$ cat src/rtl/pong_game_ctrl.sv
// pong_game_ctrl - match controller for the arcade tennis design.
//
// Debounces the start/pause buttons, sequences IDLE/SERVE/PLAY/PAUSE/OVER,
// inserts a serve delay after each point, latches the winner and issues a
// one-cycle game_rst_n pulse that restarts the ball block.
//
// Optional feature macro: PONG_PAUSE_EN
//   defined   : pause debouncer, PAUSE state and game_state=10 are built
//   undefined : btn_pause is ignored and PLAY never pauses
//
// Ports
//   clk_1ms      in   1  1 ms tick clock
//   reset        in   1  synchronous, active-low reset
//   btn_start    in   1  raw start button, active-high, asynchronous
//   btn_pause    in   1  raw pause button, active-high, asynchronous
//   p1_score     in   4  player 1 score from the ball block
//   p2_score     in   4  player 2 score from the ball block
//   game_state   out  2  00 hold, 01 play, 10 pause, 11 over
//   winner       out  2  00 none, 01 P1, 10 P2, 11 draw
//   game_rst_n   out  1  one-cycle active-low restart pulse for the ball block
//   serve_active out  1  high while serving
//
// State table
//   state    | meaning
//   ST_IDLE  | after reset, waiting for start
//   ST_SERVE | ball held, serve timer counting down
//   ST_PLAY  | rally in progress, watching for points
//   ST_PAUSE | play frozen until the next pause press
//   ST_OVER  | winning score reached, winner latched

// Button conditioner: 2-FF synchroniser, stability counter, rising-edge pulse.
module pong_debounce #(
    parameter int DEBOUNCE_MS = 20
) (
    input  logic clk_1ms,
    input  logic reset,
    input  logic btn_raw,
    output logic press_p
);
    localparam int CW = (DEBOUNCE_MS > 1) ? $clog2(DEBOUNCE_MS) : 1;
    localparam logic [CW-1:0] CNT_TC = CW'((DEBOUNCE_MS > 0) ? DEBOUNCE_MS - 1 : 0);

    logic [1:0]    sync_q;
    logic          level;
    logic [CW-1:0] cnt;

    always_ff @(posedge clk_1ms) begin
        if (!reset) begin
            sync_q  <= 2'b00;
            level   <= 1'b0;
            cnt     <= '0;
            press_p <= 1'b0;
        end else begin
            sync_q  <= {sync_q[0], btn_raw};
            press_p <= 1'b0;
            // cnt tracks how many consecutive samples disagreed with level;
            // the DEBOUNCE_MS-th disagreeing sample commits the new level.
            if (sync_q[1] == level) begin
                cnt <= '0;
            end else if (cnt == CNT_TC) begin
                level   <= sync_q[1];
                cnt     <= '0;
                press_p <= sync_q[1];
            end else begin
                cnt <= cnt + CW'(1);
            end
        end
    end
endmodule

module pong_game_ctrl #(
    parameter int WIN_SCORE      = 7,
    parameter int DEBOUNCE_MS    = 20,
    parameter int SERVE_DELAY_MS = 1000
) (
    input  logic       clk_1ms,
    input  logic       reset,
    input  logic       btn_start,
    input  logic       btn_pause,
    input  logic [3:0] p1_score,
    input  logic [3:0] p2_score,
    output logic [1:0] game_state,
    output logic [1:0] winner,
    output logic       game_rst_n,
    output logic       serve_active
);
    typedef enum logic [2:0] {
        ST_IDLE,
        ST_SERVE,
        ST_PLAY,
        ST_PAUSE,
        ST_OVER
    } state_t;

    localparam int TW = (SERVE_DELAY_MS > 0) ? $clog2(SERVE_DELAY_MS + 1) : 1;
    localparam logic [TW-1:0] TMR_LOAD = TW'((SERVE_DELAY_MS > 0) ? SERVE_DELAY_MS - 1 : 0);
    localparam logic [3:0]    WIN_Q    = 4'(WIN_SCORE);

    state_t        state, state_nxt;
    logic [TW-1:0] serve_tmr, serve_tmr_nxt;
    logic [3:0]    p1_prev, p2_prev;
    logic          score_chg;
    logic          point;
    logic          p1_win, p2_win;
    logic          start_p;
    logic [1:0]    game_state_nxt, winner_nxt;
    logic          game_rst_n_nxt, serve_active_nxt;

    pong_debounce #(.DEBOUNCE_MS(DEBOUNCE_MS)) u_db_start (
        .clk_1ms (clk_1ms),
        .reset   (reset),
        .btn_raw (btn_start),
        .press_p (start_p)
    );

`ifdef PONG_PAUSE_EN
    logic pause_p;

    pong_debounce #(.DEBOUNCE_MS(DEBOUNCE_MS)) u_db_pause (
        .clk_1ms (clk_1ms),
        .reset   (reset),
        .btn_raw (btn_pause),
        .press_p (pause_p)
    );
`else
    logic unused_btn_pause;
    assign unused_btn_pause = btn_pause;
`endif

    // score_chg is a registered difference, so a score updated at edge E is
    // acted on in cycle E+1, when p1_prev/p2_prev already hold the new score.
    assign point  = score_chg && (state == ST_PLAY);
    assign p1_win = (p1_prev >= WIN_Q);
    assign p2_win = (p2_prev >= WIN_Q);

    always_ff @(posedge clk_1ms) begin
        if (!reset) begin
            state        <= ST_IDLE;
            serve_tmr    <= '0;
            p1_prev      <= 4'd0;
            p2_prev      <= 4'd0;
            score_chg    <= 1'b0;
            game_state   <= 2'b00;
            winner       <= 2'b00;
            game_rst_n   <= 1'b1;
            serve_active <= 1'b0;
        end else begin
            state        <= state_nxt;
            serve_tmr    <= serve_tmr_nxt;
            p1_prev      <= p1_score;
            p2_prev      <= p2_score;
            score_chg    <= (p1_score != p1_prev) || (p2_score != p2_prev);
            game_state   <= game_state_nxt;
            winner       <= winner_nxt;
            game_rst_n   <= game_rst_n_nxt;
            serve_active <= serve_active_nxt;
        end
    end

    always_comb begin
        state_nxt      = state;
        serve_tmr_nxt  = serve_tmr;
        winner_nxt     = winner;
        game_rst_n_nxt = 1'b1;

        case (state)
            ST_IDLE: begin
                if (start_p) begin
                    state_nxt      = ST_SERVE;
                    serve_tmr_nxt  = TMR_LOAD;
                    game_rst_n_nxt = 1'b0;
                end
            end
            ST_SERVE: begin
                if (serve_tmr == '0) begin
                    state_nxt = ST_PLAY;
                end else begin
                    serve_tmr_nxt = serve_tmr - TW'(1);
                end
            end
            ST_PLAY: begin
                // A point outranks a simultaneous pause press.
                if (point) begin
                    if (p1_win || p2_win) begin
                        state_nxt  = ST_OVER;
                        winner_nxt = {p2_win, p1_win};
                    end else begin
                        state_nxt     = ST_SERVE;
                        serve_tmr_nxt = TMR_LOAD;
                    end
                end
`ifdef PONG_PAUSE_EN
                else if (pause_p) begin
                    state_nxt = ST_PAUSE;
                end
`endif
            end
`ifdef PONG_PAUSE_EN
            ST_PAUSE: begin
                if (pause_p) begin
                    state_nxt = ST_PLAY;
                end
            end
`endif
            ST_OVER: begin
                if (start_p) begin
                    state_nxt      = ST_SERVE;
                    serve_tmr_nxt  = TMR_LOAD;
                    game_rst_n_nxt = 1'b0;
                    winner_nxt     = 2'b00;
                end
            end
            default: begin
                state_nxt = ST_IDLE;
            end
        endcase

        case (state_nxt)
            ST_PLAY:  game_state_nxt = 2'b01;
            ST_PAUSE: game_state_nxt = 2'b10;
            ST_OVER:  game_state_nxt = 2'b11;
            default:  game_state_nxt = 2'b00;
        endcase
        serve_active_nxt = (state_nxt == ST_SERVE);
    end
endmodule

$ cat config.mk
export PLATFORM = sky130hd
export DESIGN_NAME = pong_game_ctrl
export DESIGN_NICKNAME = d
export VERILOG_FILES = /design/src/rtl/pong_game_ctrl.sv
export SDC_FILE = /design/constraint.sdc
export NUM_CORES = 1
export LEC_CHECK = 0
export CAP_MARGIN = 0
export CORE_ASPECT_RATIO = 0.75
export CORE_MARGIN = 4
export CORE_UTILIZATION = 54
export DETAILED_ROUTE_END_ITERATION = 10
export GPL_TIMING_DRIVEN = 0
export HOLD_SLACK_MARGIN = 0.08
export PLACE_DENSITY_LB_ADDON = 0.05
export SLEW_MARGIN = 20
export SYNTH_ARGS = -nofsm -noshare
export SYNTH_HDL_FRONTEND = slang
export SYNTH_SLANG_ARGS = --single-unit
$ cat constraint.sdc
create_clock -name clk_1ms -period 2.09 [get_ports clk_1ms]
set_input_delay 0.627 -clock clk_1ms [delete_from_list [all_inputs] [get_ports clk_1ms]]
set_output_delay 0.627 -clock clk_1ms [all_outputs]
set_load 0.005 [all_outputs]
Word level (Yosys, flattened, before mapping)

Index checks and enable logic that the tools add are counted.

Register bits: 37
Bits of input ports: 12
Output and inout bits: 6
Logic and storage cells: 67

Add/subtract/negate cells: 2
Magnitude comparators: 2
Equality and inequality tests: 17
Muxes and demuxes: 16
Bitwise logic cells: 3
Reductions and logical operators: 14

Operators with widths:

| operator                                               | number |
|---|---|
| two-way mux 10 bit                                     | 4 |
| case mux 10 bit (3 select lines)                       | 1 |
| two-way mux 3 bit                                      | 4 |
| zero test 10 bit                                       | 1 |
| subtractor 10 x 1 -> 10 bit (second input constant)    | 1 |
| == test 3 x 2 -> 1 bit (second input constant)         | 3 |
| case mux 3 bit (3 select lines)                        | 1 |
| >= comparator 4 x 3 -> 1 bit (second input constant)   | 2 |
| inequality test 4 bit                                  | 2 |
| == test 3 x 1 -> 1 bit (second input constant)         | 2 |
| == test 3 bit (second input constant)                  | 2 |
| two-way mux 2 bit                                      | 3 |
| inequality test 2 x 1 -> 1 bit (second input constant) | 3 |
| inequality test 2 bit (second input constant)          | 3 |
| case mux 2 bit (3 select lines)                        | 1 |
| OR reduction 3 bit                                     | 2 |
| adder 5 x 1 -> 5 bit (second input constant)           | 1 |
| == test 5 bit (second input constant)                  | 1 |
| AND reduction 5 bit                                    | 1 |
| case mux 2 bit (2 select lines)                        | 1 |
| AND reduction 2 bit                                    | 2 |
| AND reduction 4 bit                                    | 1 |
| zero test 3 bit                                        | 1 |
| inverter 1 bit                                         | 3 |
| other kinds (7)                                        | 8 |

Longest topological paths before layout

Gate-level depths: netlist of the first run.

Depth after elaboration: 7
Mapped depth: 6
Depth with buffers taken out: 6

Modules after synthesis

A second synthesis of the first run with hierarchy kept.

Cells, all modules: 166
Area, all modules: 1,569.0 sq um

By module, submodules not included:

| module         | times used | cells an instance | area an instance (sq um) | sequential area each (sq um) |
|---|---|---|---|---|
| pong_game_ctrl | 1          | 132               | 1,209.9                  | 560.5 |
| pong_debounce  | 1          | 34                | 359.1                    | 180.2 |

Worst setup path after synthesis of the first run

OpenSTA, ideal clock, no wires.

Path kind: register to register
From: register serve_tmr[0]
To: register serve_tmr[1]
Library setup time: 116 ps
Data arrival time: 1,714 ps
Required time: 1,974 ps
Setup slack: 259 ps
Stages on the path, launching flop included: 7
Buffers on the path: 0
Clock period less this slack: 1,831 ps
Path through: dfxtp_1 -> inv_1 -> ha_1 -> or4b_1 -> o31a_1 -> nand2b_1 -> o211a_1

Longest elaborated chain between the ends: 3
Elaborated cells on any way between the ends: 6
Classes of those cells: add/sub (1); eq/ne (1); mux (2); reduce/logical (2)

RTL lines:

| item                                                                           | RTL line | source |
|---|---|---|
| start: declaration                                                             | 100      | `logic [TW-1:0] serve_tmr, serve_tmr_nxt;` |
| start signal: assignment                                                       | 149      | `serve_tmr <= serve_tmr_nxt;` |
| subtractor 10 x 1 -> 10 bit / zero test 10 bit (equally long branches)         | 178, 175 |  |
| two-way mux 10 bit / inequality test 2 bit (equally long branches)             | -        |  |
| case mux 10 bit (3 select lines) / AND reduction 5 bit (equally long branches) | -        |  |

Several ways; a longest one is shown, not always the timed one. The select of a mux whose other input is x is not followed.
A chain may end at the register's enable or synchronous reset.

Worst setup path in the final report of the first run

From: register state[0]
To: register serve_tmr[5]

Longest elaborated chain between the ends: 4
Elaborated cells on any way between the ends: 13
Classes of those cells: eq/ne (7); mux (1); reduce/logical (5)

RTL lines:

| item                                                                     | RTL line | source |
|---|---|---|
| start: declaration                                                       | 99       | `state_t state, state_nxt;` |
| start signal: assignment                                                 | 148      | `state <= state_nxt;` |
| == test 3 bit, or another cell as far along                              | 166      | `case (state)` |
| OR reduction 2 bit (no line) / logical AND 1 bit (equally long branches) | -        |  |
| inequality test 2 x 1 -> 1 bit (no line), or another cell as far along   | -        |  |
| AND reduction 5 bit (no line)                                            | -        |  |

Several ways; a longest one is shown, not always the timed one.

==> results of run 1 <==
==> worst paths after layout <==
| kind | start | depth (start not counted) | end |
|---|---|---|---|
| hold / removal | u_db_start.sync_q[0]$_SDFF_PN0_ | 1 | u_db_start.sync_q[1]$_SDFF_PN0_ |
| setup reg to reg | state[0]$_SDFF_PN0_ | 4 | serve_tmr[5]$_SDFFE_PN0P_ |
| hold reg to reg | u_db_start.sync_q[0]$_SDFF_PN0_ | 1 | u_db_start.sync_q[1]$_SDFF_PN0_ |
| setup / recovery | state[0]$_SDFF_PN0_ | 4 | serve_tmr[5]$_SDFFE_PN0P_ |
==> layer usage <==
metal	share of wire, %	global-route usage (%)	vias up	wire [µm]
li1	-	-	621	-
met1	49	20.9	562	1450
met2	45	29.1	26	1320
met3	4.4	6.06	6	130
met4	1.4	7.64	0	41
met5	0	0	-	0
==> cells in the mapped netlist (3+ instances only) <==
master   number
inv_1         5
nor3_1        3
dfxtp_1      37
a21oi_1      10
ha_1          3
nor3b_1       4
nand2_1       9
nand3_1       6
xor2_1       12
or4_1         4
a31oi_1       9
nor4_1        4
and2_1       10
nor2_1       13
or3_1         4
==> sequential cells by signal, indices dropped and copies added (netlist names) <==
register            count
serve_tmr              10
u_db_start.cnt          5
p1_prev                 4
p2_prev                 4
state                   3
game_state              2
u_db_start.sync_q       2
winner                  2
game_rst_n              1
score_chg               1
serve_active            1
u_db_start.level        1
u_db_start.press_p      1
==> worst max-delay path, delay by kind of cell (launching register included) <==
kind	cells	cell delay, ps
DFF	1	440
AOI/OAI and AO/OA	1	210
and+or+nand+nor	3	1280
==> through the flow <==
| step | instance area (µm²) | power, mW | hold WS (ps) | utilization, % |
|---|---|---|---|---|
| 2_1_floorplan | 1540 | 0.768 | 412 | - |
| 3_3_place_gp | 1750 | 0.798 | 417 | 65.6 |
| 3_5_place_dp | 1750 | 0.801 | 420 | 65.6 |
| 4_1_cts | 1830 | 1.28 | 435 | 68.9 |
| 5_1_grt | 1840 | 1.32 | 467 | 69.0 |
| 6_report | 1840 | 1.27 | 433 | 69.0 |
==> cells in the final DEF, fill, tap and decap left out, types with 2 or more instances in the layout <==
| cell | instances |
|---|---|
| dfxtp_1 | 37 |
| clkdlybuf4s50_1 | 16 |
| nor2_1 | 13 |
| xor2_1 | 12 |
| a21oi_1 | 10 |
| and2_1 | 10 |
| a31oi_1 | 9 |
| nand2_1 | 9 |
| nand3_1 | 6 |
| clkbuf_8 | 6 |
| inv_1 | 5 |
| nor3b_1 | 4 |
| or3_1 | 4 |
| nor4_1 | 4 |
| or4_1 | 4 |
| nor3_1 | 3 |
| ha_1 | 3 |
| nand3b_1 | 2 |
| o31ai_1 | 2 |
| or2_2 | 2 |
| mux2i_1 | 2 |
| clkbuf_1 | 2 |
==> logic make-up after synthesis <==
group / Yosys count
flip-flops: 37
multiplexers: 2
AND/OR/NAND/NOR: 69
AO/OA/AOI/OAI: 27
XOR/XNOR: 13
buffers and inverters: 8
adder cells (fa/ha/maj): 4
==> layout make-up <==
| cell class | instances | area, µm² | area share (%) |
|---|---|---|---|
| Buffer | 3 | 22.5 | 1.23 |
| Clock buffer | 7 | 86.3 | 4.70 |
| Multi-Input combinational cell | 115 | 764 | 41.6 |
| Timing Repair Buffer | 16 | 160 | 8.71 |
| Sequential cell | 37 | 741 | 40.3 |
| Tap cell | 36 | 45.0 | 2.45 |
| Inverter | 5 | 18.8 | 1.02 |
==> power by group <==
part | internal (mW) | total [mW] | leakage [nW] | switching, mW
Clock | 0.261 | 0.485 | 0.0443 | 0.224
Combinational | 0.0333 | 0.0598 | 0.349 | 0.0265
Sequential | 0.717 | 0.724 | 0.301 | 0.00724
==> flow_summary.ini, run 1 <==
[timing]
worstMarginPinSlew_ps = 807
final-setup-viol-count = 0
slew_violations = 0
maxSlewHeadroom_pct = 45.9
min_period_ps = 2010
rsz0062_at_grt = no
final_hold_viol_count = 0
fin_ws_ps = 83.0
fin_tns_setup_ps = 0
finClkSkew_ps = 3.65
min_period_over_period_pct = 96.0
fmax_ghz = 0.498

[logic_synthesis]
ys_seq_elements = 37
synth_edf_count = 0
yosysSeqAreaShare_pct = 48.0
synth_ff_type = dfxtp_1
synth_top_cell_by_area = dfxtp_1
netlist-cell-type-count = 37
synthAdderAreaFrac_pct = 3.08
syn_inst = 160
synthXorXnorAreaFrac_pct = 7.38
muxShareOfSynthArea_pct = 1.30
synthArstFlopShare_pct = 0
syn_area_um2 = 1540
synthTopCellsByArea = dfxtp_1 48%, xor2_1 6.8%, and2_1 4.1%, a31oi_1 3.6%, a21oi_1 3.2%
yosysTopAreaCellShare_pct = 48.0
synth_top_family_by_area = simple AND/OR/NAND/NOR gates
syn_area_per_cell_um2 = 9.64
syn-num-nets = 175
synth_simple_gate_area_share_pct = 26.5
yosysWarnings = 0
synth_compound_area_share_pct = 11.0

[pwr]
irDropWorstVdd_v = 0.000544
power_density_nw_per_um2 = 691
p_leak_nw = 0.695

[clocking]
post_cts_buffers = 0
clk_latency_ps = 280
holdBufCountCts = 0
ctsResizeCount = 0
cts_tree = built
numCtsBuffers = 5
path_clk_slew_ps = 60
cts_buffer_depth = 2
ctsRootBufferMaster = clkbuf_8
htreeDepth = 2
clock_sinks = 37

[hold_path]
hp-class = reg2reg

[detailed_routing]
dr.pass1.iters = 4
drt-vias-per-instance = 5.55
routed_wl_um = 2940
wl_per_cell_um = 13.4
ant_nets = 0
via_count = 1215
route.detailed.drc = 0
drt_iter0_drc = 72

[place]
placed_cells_incl_taps = 212
port_buffers = 16
place_ws_ps = 126
gp_congestion = 0.857
dp_hpwl_um = 2150

[layout]
drive_gt1_share_pct = 7.65
final_cells = 219
num-fill-cells = 221
syn_to_final_growth_pct = 19.1
antenna_cells = 0
final_nets = 198

[worst_setup_path]
cp_slowest_cell = or4_1
critPathMaxStageDelay_ps = 530
cp_data_arrival_time_ps = 2210
worst-setup-path-type = reg2reg
crit_required_ps = 2290
rrSetupSlack_ps = 80
path_cells = or3b_1, or4_1, or3_1, a31oi_1
worstSetupEndpointType = register
start_kind = register
crit_fanout = 8

[run_status]
status = finished, final reports clean

[global_route]
grt_usage_pct = 17.4
grt_pass1_vias = 1158
grt_remaining_overflow = 0
antenna_found_initial = 0
grt_pass1_wl_um = 5060
grt_max_degree = 11

[floorplanning]
boundaryPins = 18
initial_utilization_pct = 57.9
core_area_um2 = 2660
die_h_um = 54.3
die_w_um = 69.7
num_rows = 16
fp.dieArea_um2 = 3790

[flow_run]
cap_violations = 0
Power figures use the tool's default switching activity.
==> inputs of run 2 (changes only) <==
- CORE_UTILIZATION: 54 -> 25
==> flow_summary.ini, run 2 (same netlist as run 1, synthesis figures left out) <==
[worst_setup_path]
path_cells = inv_1, ha_1, or4b_4, o31a_1, nand2b_1, o211a_1
crit_fanout = 5
worst-setup-path-type = reg2reg
cp_data_arrival_time_ps = 2150
worstSetupEndpointType = register
start_kind = register
cp_slowest_cell = or4b_4
critPathMaxStageDelay_ps = 490
crit_required_ps = 2270
reg2reg_depth = 6

[global_route]
grt_max_degree = 12
grt_usage_pct = 9.43
antenna_found_initial = 0
grt_remaining_overflow = 0
grt_pass1_vias = 1162
grt_pass1_wl_um = 5580

[layout]
top_regs = serve_tmr (10), u_db_start.cnt (5)
antenna_cells = 0
layout_common_cells = 37 x dfxtp_1, 16 x clkdlybuf4s50_1, 13 x nor2_1, 12 x xor2_1
syn_to_final_growth_pct = 22.3
final_nets = 198
drive_gt1_share_pct = 8.15
largest_register_ffs = 10
top_register = serve_tmr
final_common_cell = dfxtp_1
multi_input_area_um2 = 764
final_cells = 262
seqCellArea_um2 = 741
num-fill-cells = 625

[detailed_routing]
drt_iter0_drc = 60
drt-vias-per-instance = 4.60
dr.pass1.iters = 4
ant_nets = 0
wl_per_cell_um = 12.4
routed_wl_um = 3250
route.detailed.drc = 0
via_count = 1205

[pwr]
p_leak_nw = 0.695
power_density_nw_per_um2 = 670
totalPowerFinal_mw = 1.26
irDropWorstVdd_v = 0.000218

[timing]
fin_tns_setup_ps = 0
fmax_ghz = 0.507
worstMarginPinSlew_ps = 801
timing.hold.ws_ps = 442
slew_violations = 0
rsz0062_at_grt = no
fin_ws_ps = 118
finClkSkew_ps = 3.84
min_period_ps = 1970
min_period_over_period_pct = 94.4
final_hold_viol_count = 0
final-setup-viol-count = 0
maxSlewHeadroom_pct = 46.3

[floorplanning]
die_h_um = 76.0
die_w_um = 98.7
boundaryPins = 18
core_area_um2 = 5890
initial_utilization_pct = 26.2
num_rows = 24
fp.dieArea_um2 = 7500

[clocking]
clock_sinks = 37
path_clk_slew_ps = 70
cts_buffer_depth = 2
numCtsBuffers = 5
holdBufCountCts = 0
clk_latency_ps = 280
cts_tree = built
ctsRootBufferMaster = clkbuf_8
htreeDepth = 2

[place]
port_buffers = 16
dp_hpwl_um = 2370
place_ws_ps = 85.5
gp_congestion = 0.741
placed_cells_incl_taps = 254

[hold_path]
hp-class = reg2reg
hold-path-cell-count = 1

[run_status]
status = finished, final reports clean

[flow_run]
cap_violations = 0
run 2: cell types whose count changed in the layout (fill, tap and decap cells not counted):
cell,previous run,this run
clkbuf_8,6,5
o311ai_0,1,0
o311ai_1,0,1
clkinv_2,0,2
run 2: critical path: cells and delay by family (launching register included):
family                   cells  cell delay (ps)
AND/OR/NAND/NOR              2              680
AO/OA/AOI/OAI                2              580
flip-flops                   1              360
adder cells (fa/ha/maj)      1              170
buffers and inverters        1               90
run 2: layout make-up:
cell class,instances,share of cell area [%]
flip-flops and latches,37,39.3
multi-input cells,115,40.5
clock buffers,6,3.85
clock inverters,2,0.531
repair buffers,16,8.49
well taps,78,5.17
inverters,5,0.995
plain buffers,3,1.19
run 2: power by group:
part / total, mW / switching [mW] / internal, mW
logic: 0.0600 / 0.0267 / 0.0333
registers: 0.724 / 0.00734 / 0.716
clock network: 0.481 / 0.249 / 0.231
total: 1.26 / 0.283 / 0.981
run 2: worst paths after layout:
| kind | end | slack (ps) | start |
|---|---|---|---|
| worst min register to register | u_db_start.sync_q[1]$_SDFF_PN0_ | 440 | u_db_start.sync_q[0]$_SDFF_PN0_ |
| worst max register to register | serve_tmr[1]$_SDFFE_PN0P_ | 120 | serve_tmr[0]$_SDFFE_PN0P_ |
| worst min-delay path | u_db_start.sync_q[1]$_SDFF_PN0_ | 440 | u_db_start.sync_q[0]$_SDFF_PN0_ |
| worst max-delay path | serve_tmr[1]$_SDFFE_PN0P_ | 120 | serve_tmr[0]$_SDFFE_PN0P_ |
run 2: what timing repair did:
action | 4_1_cts | 5_1_grt
buffers inserted | 0 | 0
setup endpoints to repair | 0 | 2
resized for setup | 0 | 2
run 2: metrics by stage:
stage	util [%]	instance area (µm²)
floorplan	-	1540
global placement	30.6	1800
detailed placement	30.6	1800
CTS	32.0	1880
global route	32.1	1890
finish	32.1	1890
run 2: layer usage:
metal | vias to the layer above | global-route usage, % | share of wire (%)
met4 | 0 | 3.27 | 1.2
li1 | 616 | - | -
met2 | 25 | 13.4 | 43
met3 | 4 | 3.93 | 5.3
met5 | - | 0 | 0
met1 | 560 | 12.8 | 51
